[src/rtl/serial_add_pkg.sv]
// Shared definitions for the two-bits-per-cycle serial adder: digit width
// and FSM state encoding.
package serial_add_pkg;

    localparam int DIGIT_W = 2;

    typedef logic [1:0] state_t;

    localparam state_t ST_IDLE = 2'd0;
    localparam state_t ST_RUN  = 2'd1;
    localparam state_t ST_DONE = 2'd2;

endpackage

[src/rtl/digit_adder2.sv]
// Purely combinational 2-bit digit adder built from two chained full adders.
module digit_adder2
    import serial_add_pkg::*;
(
    input  logic [DIGIT_W-1:0] x,
    input  logic [DIGIT_W-1:0] y,
    input  logic               cin,
    output logic [DIGIT_W-1:0] s,
    output logic               cout
);

    logic [DIGIT_W:0] carry;

    assign carry[0] = cin;

    generate
        for (genvar gi = 0; gi < DIGIT_W; gi++) begin : g_fa
            assign s[gi]       = x[gi] ^ y[gi] ^ carry[gi];
            assign carry[gi+1] = (x[gi] & y[gi]) | (carry[gi] & (x[gi] ^ y[gi]));
        end
    endgenerate

    assign cout = carry[DIGIT_W];

endmodule

[src/rtl/serial_digit_adder.sv]
// WIDTH-bit adder that consumes operands one 2-bit digit per clock, LSB first,
// with valid/ready handshakes on both the operand and the result side.
module serial_digit_adder
    import serial_add_pkg::*;
#(
    parameter int WIDTH = 8
) (
    input  logic             clk,
    input  logic             rst,
    input  logic             in_valid,
    output logic             in_ready,
    input  logic [WIDTH-1:0] a,
    input  logic [WIDTH-1:0] b,
    output logic             out_valid,
    input  logic             out_ready,
    output logic [WIDTH-1:0] sum,
    output logic             carry_out
);

    localparam int NDIG  = WIDTH / 2;
    localparam int CNT_W = $clog2(NDIG) + 1;
    localparam logic [CNT_W-1:0] LAST_DIG = CNT_W'(NDIG - 1);

    generate
        if (WIDTH < 2 || (WIDTH % 2) != 0) begin : g_bad_width
            $error("serial_digit_adder: WIDTH must be even and >= 2");
        end
    endgenerate

    state_t           state_q, state_d;
    logic [WIDTH-1:0] ra_q, ra_d;
    logic [WIDTH-1:0] rb_q, rb_d;
    logic [WIDTH-1:0] rs_q, rs_d;
    logic             c_q, c_d;
    logic [CNT_W-1:0] cnt_q, cnt_d;

    logic [DIGIT_W-1:0] dig_s;
    logic               dig_cout;
    logic [WIDTH+1:0]   rs_ext;

    digit_adder2 u_digit (
        .x    (ra_q[DIGIT_W-1:0]),
        .y    (rb_q[DIGIT_W-1:0]),
        .cin  (c_q),
        .s    (dig_s),
        .cout (dig_cout)
    );

    // New digit enters at the top; shifting the widened vector keeps WIDTH == 2 legal.
    assign rs_ext = {dig_s, rs_q};

    always_comb begin
        state_d = state_q;
        ra_d    = ra_q;
        rb_d    = rb_q;
        rs_d    = rs_q;
        c_d     = c_q;
        cnt_d   = cnt_q;
        case (state_q)
            ST_IDLE: begin
                if (in_valid) begin
                    ra_d    = a;
                    rb_d    = b;
                    c_d     = 1'b0;
                    cnt_d   = '0;
                    state_d = ST_RUN;
                end
            end
            ST_RUN: begin
                rs_d  = rs_ext[WIDTH+1:2];
                ra_d  = ra_q >> DIGIT_W;
                rb_d  = rb_q >> DIGIT_W;
                c_d   = dig_cout;
                cnt_d = cnt_q + 1'b1;
                if (cnt_q == LAST_DIG) begin
                    state_d = ST_DONE;
                end
            end
            ST_DONE: begin
                if (out_ready) begin
                    state_d = ST_IDLE;
                end
            end
            default: state_d = ST_IDLE;
        endcase
    end

    always_ff @(posedge clk) begin
        if (rst) begin
            state_q <= ST_IDLE;
            ra_q    <= '0;
            rb_q    <= '0;
            rs_q    <= '0;
            c_q     <= 1'b0;
            cnt_q   <= '0;
        end else begin
            state_q <= state_d;
            ra_q    <= ra_d;
            rb_q    <= rb_d;
            rs_q    <= rs_d;
            c_q     <= c_d;
            cnt_q   <= cnt_d;
        end
    end

    assign in_ready  = (state_q == ST_IDLE) && !rst;
    assign out_valid = (state_q == ST_DONE);
    assign sum       = rs_q;
    assign carry_out = c_q;

endmodule
[config.mk]
export PLATFORM = sky130hd
export DESIGN_NAME = serial_digit_adder
export DESIGN_NICKNAME = d
export VERILOG_FILES = /design/src/rtl/serial_add_pkg.sv /design/src/rtl/digit_adder2.sv /design/src/rtl/serial_digit_adder.sv
export SDC_FILE = /design/constraint.sdc
export NUM_CORES = 1
export LEC_CHECK = 0
export ABC_AREA = 1
export CAP_MARGIN = 20
export CORE_UTILIZATION = 50
export CTS_BUF_LIST = sky130_fd_sc_hd__clkbuf_16
export DETAILED_ROUTE_END_ITERATION = 10
export PLACE_DENSITY = 0.76
export SLEW_MARGIN = 10
export SYNTH_ARGS = -nofsm -noshare
export SYNTH_HDL_FRONTEND = slang
export SYNTH_HIERARCHICAL = 1
export SYNTH_SLANG_ARGS = --single-unit
[constraint.sdc]
create_clock -name clk -period 2.02 [get_ports clk]
set_input_delay 0.202 -clock clk [delete_from_list [all_inputs] [get_ports clk]]
set_output_delay 0.202 -clock clk [all_outputs]
set_load 0.05 [all_outputs]
==> out/qor.txt <==
status: finished clean
Die Width: 55.9 um
Startpoint Class: flip-flop
pwr dens: 880 nW/um2
largest net degree at the start of global routing: 30
buffers added on ports: 30
Worst-Skew Late Latency: 0.27 ns
worst-case clock skew: 0.00342 ns
WP data arrival: 1.69 ns
CP peak stage delay: 0.82 ns
DRC viols: 0
Slowest-stage cell, CP: clkdlybuf4s50_1
via/cell ratio: 4.56
Fin Setup TNS: 0 ns
Worst Setup End Kind: primary output
#FFs+latches synth: 30
routed vias: 1278
WL per Instance: 9.63 um
post-synth cell types: 18
initial antenna violation count: 0
reg2reg setup slack: 0.38 ns
root buf cell: clkbuf_16
buffer count from post-CTS setup fixing: 0
Syn. warnings: 6
Initial Utilization: 52.7%
Layout Nets: 272
Pwr Total: 1670 uW
cells taking the most area after synthesis: dfxtp_1, nand2_1, inv_1
ANT nets after route: 0
H-tree levels: 2
top cell type's share of synthesized area: 41.3%
CTS Hold Buffers Added: 0
Tcrit/Tclk final: 93.5%
maximum clock insertion buffer count: 2
die area: 3130 um2
drt initial violations: 42
DIE HEIGHT: 55.9 um
cts bufs inserted: 5
Rows: 19
Global Route Usage Sum: 18.9%
f_max: 529 MHz
final core occ: 69.0%
# diodes: 0
Setup violations, final: 0
sequential share of the synthesized area: 41.3%
minimum clock period: 1.89 ns
gr ovfl total: 0
mapped cell area: 1450 um2
max-slew violations: 0
total iterations of the first detailed-routing run: 4
biggest area consumer among synthesized cells: dfxtp_1
global-route wire length before repair: 4510 um
headroom to the max-slew limit: 61.6%
Hold Violations, Final: 0
core area: 2760 um2
LEAKAGE: 0.000898 uW
Worst Hold Class: flip-flop to flip-flop
area delta synth->final: 30.8%
RSZ-0062 raised after global routing: no
vias in the first global route: 1073
CP Class: flip-flop to primary output
MaxCap Viol Count: 0
clk slew on worst S/H paths: 0.05 ns
maximum vdd drop: 0.839 mV
Syn Area/Cell: 6.64 um2
placer congestion estimate: 0.691
clk sink count: 30
Mapped Cells: 219
syn nets: 243
layout cells sized above 1: 5.62%
cts repair resizes: 0
CP required: 1.82 ns
Ports: 31
CTS tree: done
Critical Path Fanout Max: 3
crit path cell chain: inv_1 > nor2_1 > clkdlybuf4s50_1
DP Wirelength: 1790 um
Slew @ Worst Pin: 0.575 ns
final WL: 2700 um
[critical path: cells and delay by family (launching register included)]
| kind | cells | cell delay, ns |
|---|---|---|
| buffers and inverters | 2 | 0.92 |
| DFF | 1 | 0.34 |
| and+or+nand+nor | 1 | 0.15 |
[sequential cells by signal, indices dropped and copies added, names as in the netlist]
signal / cells
carry_out: 1
state_q: 2
sum: 8
ra_q: 8
rb_q: 8
cnt_q: 3
[metrics by stage]
step,setup slack [ns],hold WS (ns),cells,cell area [um2]
2_1_floorplan,0.0987,0.350,219,1450
3_3_place_gp,0.411,0.448,272,1760
3_5_place_dp,0.379,0.457,272,1760
4_1_cts,0.116,0.464,280,1900
5_1_grt,0.0631,0.478,280,1900
6_report,0.131,0.458,280,1900
[kinds of logic (layout without fill, tap and decap cells)]
logic type      count (synthesis)  after routing  share of synthesized area [%]
compound gates                 31             31                           11.4
fa+ha+maj                       4              4                           4.47
buf+inv                        54             84                           16.2
flops                          30             30                           41.3
simple gates                  100            100                           26.6
[cell usage in the layout, fill, tap and decap left out, drive strengths merged]
cell / synthesis / routed
fa: 2 / 2
dfxtp: 30 / 30
clkdlybuf4s50: 0 / 29
clkinv: 0 / 2
nand3: 4 / 4
nor3: 1 / 1
a21oi: 21 / 21
or2: 1 / 1
clkbuf: 3 / 5
o21ai: 10 / 10
buf: 8 / 4
ha: 2 / 2
nor2: 32 / 32
inv: 43 / 44
nand2: 62 / 62
[where the power goes]
group          switching (uW)  total, uW  internal (uW)
Sequential               22.4        665            642
Clock                     237        679            442
Combinational             194        329            134
[worst paths after layout]
check | startpoint | to | cells past startpoint
max | state_q[1] | out_valid | 3
max reg2reg | rb_q[0] | sum[7] | 6
min reg2reg | cnt_q[2] | cnt_q[2] | 2
min | cnt_q[2] | cnt_q[2] | 2
[cell usage after synthesis, drive strengths merged]
| cell | count |
|---|---|
| nor2 | 32 |
| ha | 2 |
| o21ai | 10 |
| or2 | 1 |
| nor3 | 1 |
| buf | 8 |
| clkbuf | 3 |
| nand3 | 4 |
| nand2 | 62 |
| a21oi | 21 |
| dfxtp | 30 |
| fa | 2 |
| inv | 43 |
[layer usage]
layer	wire, um	vias to the layer above	part of all wire [%]	global-route usage [%]
li1	-	701	-	-
met1	1330	547	49	22.4
met2	1200	25	44	29.9
met3	128	5	4.7	7.91
met4	36	0	1.3	8.36
met5	0	-	0	0
[area by class of cell]
cell class / count / area [um2]
fill: 243 / 856
clock inverter: 3 / 12.5
clock buffer: 5 / 125
tap: 31 / 38.8
sequential: 30 / 601
inverter: 43 / 161
multi-input combinational: 135 / 618
timing repair buffer: 33 / 345
Note: power is estimated with default switching activity, not from simulation.
